### config.mk
export PLATFORM = sky130hd
export DESIGN_NAME = fir_output_requantizer
export DESIGN_NICKNAME = d
export VERILOG_FILES = /design/src/rtl/fir_output_requantizer.sv
export SDC_FILE = /design/constraint.sdc
export NUM_CORES = 1
export LEC_CHECK = 0
export ABC_AREA = 1
export BUFFER_PORTS_ARGS = -buffer_cell sky130_fd_sc_hd__buf_2
export CORE_MARGIN = 2
export CORE_UTILIZATION = 60
export CTS_BUF_LIST = sky130_fd_sc_hd__clkbuf_8
export DETAILED_ROUTE_END_ITERATION = 7
export PLACE_DENSITY = 0.8
export SETUP_SLACK_MARGIN = 0.2
export SYNTH_ARGS = -nofsm -noshare
export SYNTH_HDL_FRONTEND = slang
export SYNTH_SLANG_ARGS = --single-unit
### constraint.sdc
create_clock -name clock95 -period 2.4 [get_ports clock95]
set_input_delay 0.24 -clock clock95 [delete_from_list [all_inputs] [get_ports clock95]]
set_output_delay 0.24 -clock clock95 [all_outputs]
set_load 0.03 [all_outputs]
### src/rtl/fir_output_requantizer.sv
// Output stage for the 9-tap FIR filters: rounds and scales the 40-bit result,
// saturates it to a 17-bit sample and buffers it behind a valid/ready stream.
module fir_output_requantizer #(
    parameter int IN_W  = 40,
    parameter int OUT_W = 17,
    parameter int SHIFT = 15,
    parameter int DEPTH = 4
) (
    input  logic             clock95,
    input  logic             reset95,
    input  logic             in_valid95,
    input  logic [IN_W-1:0]  in_data95,
    output logic             in_ready95,
    output logic             out_valid95,
    output logic [OUT_W-1:0] out_data95,
    input  logic             out_ready95,
    input  logic             clear95,
    output logic             drop95,
    output logic [15:0]      sat_count95
);

    localparam int PTR_W = $clog2(DEPTH);
    localparam int CNT_W = PTR_W + 1;

    localparam logic signed [IN_W:0] HALF =
        {{(IN_W-SHIFT+1){1'b0}}, 1'b1, {(SHIFT-1){1'b0}}};
    localparam logic signed [IN_W:0] SAT_MAX =
        {{(IN_W-OUT_W+2){1'b0}}, {(OUT_W-1){1'b1}}};
    localparam logic signed [IN_W:0] SAT_MIN =
        {{(IN_W-OUT_W+2){1'b1}}, {(OUT_W-1){1'b0}}};

    logic                    accept;
    logic signed [IN_W:0]    wide;
    logic signed [IN_W:0]    rounded;
    logic                    sat_hi;
    logic                    sat_lo;
    logic [OUT_W-1:0]        sat_value;

    logic                    pipe_valid;
    logic [OUT_W-1:0]        pipe_data;

    logic [OUT_W-1:0]        mem [DEPTH];
    logic [PTR_W-1:0]        wr_ptr;
    logic [PTR_W-1:0]        rd_ptr;
    logic [CNT_W-1:0]        count;
    logic [CNT_W-1:0]        occupancy;
    logic                    push;
    logic                    pop;

    // The sample sitting in the pipe register already owns a FIFO slot.
    assign occupancy   = count + CNT_W'(pipe_valid);
    assign in_ready95  = occupancy < CNT_W'(DEPTH);
    assign accept      = in_valid95 && in_ready95;

    assign wide    = $signed({in_data95[IN_W-1], in_data95}) + HALF;
    assign rounded = wide >>> SHIFT;
    assign sat_hi  = rounded > SAT_MAX;
    assign sat_lo  = rounded < SAT_MIN;

    always_comb begin
        sat_value = rounded[OUT_W-1:0];
        if (sat_hi)
            sat_value = {1'b0, {(OUT_W-1){1'b1}}};
        else if (sat_lo)
            sat_value = {1'b1, {(OUT_W-1){1'b0}}};
    end

    always_ff @(posedge clock95 or negedge reset95) begin
        if (!reset95) begin
            pipe_valid <= 1'b0;
            pipe_data  <= '0;
        end else begin
            pipe_valid <= accept;
            if (accept)
                pipe_data <= sat_value;
        end
    end

    assign push        = pipe_valid;
    assign out_valid95 = (count != '0);
    assign pop         = out_valid95 && out_ready95;
    assign out_data95  = out_valid95 ? mem[rd_ptr] : '0;

    always_ff @(posedge clock95 or negedge reset95) begin
        if (!reset95) begin
            wr_ptr <= '0;
            rd_ptr <= '0;
            count  <= '0;
        end else begin
            if (push)
                wr_ptr <= wr_ptr + PTR_W'(1);
            if (pop)
                rd_ptr <= rd_ptr + PTR_W'(1);
            case ({push, pop})
                2'b10:   count <= count + CNT_W'(1);
                2'b01:   count <= count - CNT_W'(1);
                default: count <= count;
            endcase
        end
    end

    // Storage needs no reset; out_data95 is masked while the FIFO is empty.
    always_ff @(posedge clock95) begin
        if (push)
            mem[wr_ptr] <= pipe_data;
    end

    always_ff @(posedge clock95 or negedge reset95) begin
        if (!reset95) begin
            drop95      <= 1'b0;
            sat_count95 <= '0;
        end else if (clear95) begin
            drop95      <= 1'b0;
            sat_count95 <= '0;
        end else begin
            if (in_valid95 && !in_ready95)
                drop95 <= 1'b1;
            if (accept && (sat_hi || sat_lo) && (sat_count95 != 16'hFFFF))
                sat_count95 <= sat_count95 + 16'd1;
        end
    end

endmodule

==> results.sh <==
export IMPL_layout_common_cells="132 x nand2_1, 111 x nor2_1, 68 x edfxtp_1, 65 x buf_2, 57 x inv_1"
export IMPL_netlist_instances=653
export IMPL_hold_violations=4
export IMPL_dpl_cell_area_um2=6390
export IMPL_route_detailed_drc=0
export IMPL_firstDrtPassIters=7
export IMPL_critPathMaxStageDelay_ps=400
export IMPL_tns_ps=0
export IMPL_yosysWarningCount=0
export IMPL_hpwl_um=8760
export IMPL_skew_ps=13.5
export IMPL_netlist_area_um2=5880
export IMPL_outcome="complete, but fails checks"
export IMPL_ys_types=35
export IMPL_setup_worst_path_end_class="primary output"
export IMPL_placedCellCount=846
export IMPL_yosysTopAreaCellShare=0.347
export IMPL_slew_violations=0
export IMPL_path_cells="buf_4 -> inv_1 -> buf_12 -> o21ai_0 -> a21oi_1 -> clkbuf_4"
export IMPL_synthTopCellsByArea="edfxtp_1 35%, dfrtp_1 18%, nand2_1 8.5%"
export IMPL_cts_root_buf="clkbuf_8"
export IMPL_vias=4666
export IMPL_place_ws_ps=171
export IMPL_p_leak_uw=0.00298
export IMPL_drive_above_1_share=0.209
export IMPL_finalCritPeriodShare=0.859
export IMPL_grt_setup_unrepaired="false"
export IMPL_drtIter0Drc=219
export IMPL_coreArea_um2=9640
export IMPL_viasPerCell=5.37
export IMPL_port_buffer_count=66
export IMPL_yosysSeqAreaShare=0.526
export IMPL_cts_tree="done"
export IMPL_worst_r2r_setup_slack_ps=360
export IMPL_hp_class="input pin to async pin"
export IMPL_worst_setup_path_type="register to primary output"
export IMPL_grt_max_degree=43
export IMPL_fin_area_um2=6740
export IMPL_gp_congestion=0.869
export IMPL_syn_nets=706
export IMPL_detail_route_antenna_nets=0
export IMPL_tightest_slew_ps=914
export IMPL_clkTransAtPathRegs_ps=110
export IMPL_worstPathMaxFanout=35
export IMPL_numCtsBuffers=9
export IMPL_die_x_um=103
export IMPL_critPathArrivalTime_ps=1820
export IMPL_maxCapViolations=0
export IMPL_synth_avg_cell_area_um2=9.00
export IMPL_fmax_mhz=485
export IMPL_antenna_cells=0
export IMPL_setup_ws_ps=338
export IMPL_setup_viol_count_final=0
export IMPL_initial_core_util=0.610
export IMPL_die_area_um2=10600
export IMPL_grt_antenna_before_repair=0
export IMPL_reg2regPathDepth=13
export IMPL_violations="hold timing"
export IMPL_clkLatencyLatePin_ps=360
export IMPL_clk_path_buf_depth=2
export IMPL_regArea_um2=3090
export IMPL_grtUsageTotal=0.251
export IMPL_overflow=0
export IMPL_die_y_um=103
export IMPL_r2r_end="sat_count95[4]$_DFFE_PN0P_"
export IMPL_cts_hold_buf=0
export IMPL_slowest_stage="dfrtp_1"
export IMPL_ys_ff_latch=110
export IMPL_wl_per_cell_um=14.4
export IMPL_reg2reg_from="sat_count95[1]$_DFFE_PN0P_"
export IMPL_fin_cells=869
export IMPL_peakVddDrop_mv=0.587
export IMPL_areaGrowthSynthToFinish_pct=14.6
export IMPL_row_count=36
export IMPL_grt_pass1_wl_um=20600
export IMPL_grt_pass1_vias=4397
export IMPL_cts_sinks=110
export IMPL_ios=81
export IMPL_htreeDepth=3
export IMPL_fin_hold_ws_ps=-3.75
export IMPL_required_ps=2160
export IMPL_multi_input_area_um2=2510
export IMPL_start_kind="register"
export IMPL_finalCriticalPeriod_ps=2060
export IMPL_nFillCells=786
export IMPL_synth_largest_area_cell="edfxtp_1"
export IMPL_fin_nets=784
export IMPL_powerDensity_nw_per_um2=1020
export IMPL_totalWireLength_um=12500
export IMPL_slew_headroom=0.391
export IMPL_final_common_cell="nand2_1"
## power breakdown
group | leakage [uW] | internal [uW] | switching, uW
registers | 0.00112 | 2590 | 313
logic | 0.00175 | 919 | 1810
clock network | 0.000118 | 606 | 636
total | 0.00298 | 4110 | 2760
## sequential cells by signal, summed over array words and instances (netlist names)
signal and flops:
count 3, drop95 1, mem 68, pipe_data 17, pipe_valid 1, rd_ptr 2, sat_count95 16, wr_ptr 2
## cell families after synthesis
group,synth area share
flops,0.526
xor+xnor,0.0387
compound gates,0.0828
buf+inv,0.0568
simple gates,0.277
fa+ha+maj,0.0183
## Yosys cell counts
master     count
a21boi_0       3
a21oi_1       20
a21oi_2        2
a2bb2oi_1     13
and2_1         1
buf_1          1
buf_12         1
buf_2          5
buf_4          2
clkbuf_1      12
clkinv_1       2
dfrtp_1       42
edfxtp_1      68
fa_1           1
ha_1           7
inv_1         57
inv_2          1
nand2_1      133
nand2_2        5
nand2_4        5
nand3_1       32
nand3_2       12
nand3_4        1
nand3b_1       1
nand4_1       17
nor2_1       113
nor2_2         4
nor2_4         6
nor2_8         2
nor3_1         7
o21a_1         1
o21ai_0       45
or2_2          5
xnor2_1       11
xor2_1        15
## metal layers
layer | wire, um | vias up | part of all wire | GRT usage
met1 | 5440 | 2164 | 0.43 | 0.332
met3 | 841 | 19 | 0.067 | 0.0461
met5 | 0 | - | 0 | 0
met2 | 6090 | 165 | 0.49 | 0.430
met4 | 174 | 0 | 0.014 | 0.0638
li1 | - | 2318 | - | -
## layout make-up
type / count / area share
Sequential cell: 110 / 0.459
Multi-Input combinational cell: 462 / 0.372
Timing Repair Buffer: 88 / 0.0764
Inverter: 60 / 0.0336
Tap cell: 133 / 0.0247
Clock buffer: 9 / 0.0184
Clock inverter: 7 / 0.0152
## through the flow
step	total power [uW]	util
after CTS	6820	0.690
final	6870	0.699
after global routing	7320	0.699
after floorplan	4750	-
after detailed placement	5570	0.663
after global placement	5440	0.663
## critical path, delay by kind of cell (launching register included)
kind                   cells  cell delay [ps]
buffers and inverters      4              730
DFF                        1              400
AOI/OAI and AO/OA          2              340
## worst max path at each step
stage / endpoint / startpoint / slack (ps) / depth (start not counted)
3_3_place_gp: sat_count95[1]$_DFFE_PN0P_ / in_data95[15] / 240 / 16
4_1_cts: out_data95[14] / rd_ptr[0]$_DFFE_PN0P_ / 220 / 6
6_report: out_data95[14] / rd_ptr[0]$_DFFE_PN0P_ / 340 / 6
3_5_place_dp: sat_count95[15]$_DFFE_PN0P_ / sat_count95[0]$_DFFE_PN0P_ / 170 / 13
2_1_floorplan: sat_count95[7]$_DFFE_PN0P_ / sat_count95[0]$_DFFE_PN0P_ / 260 / 13
5_1_grt: sat_count95[6]$_DFFE_PN0P_ / sat_count95[1]$_DFFE_PN0P_ / 170 / 13
## timing repair
action | CTS | global route
setup buffers | 1 | 6
gates resized for setup | 5 | 10
pin swaps | 0 | 3
endpoints found under the setup margin | 18 | 32
Note: power is estimated with default switching activity, not from simulation.
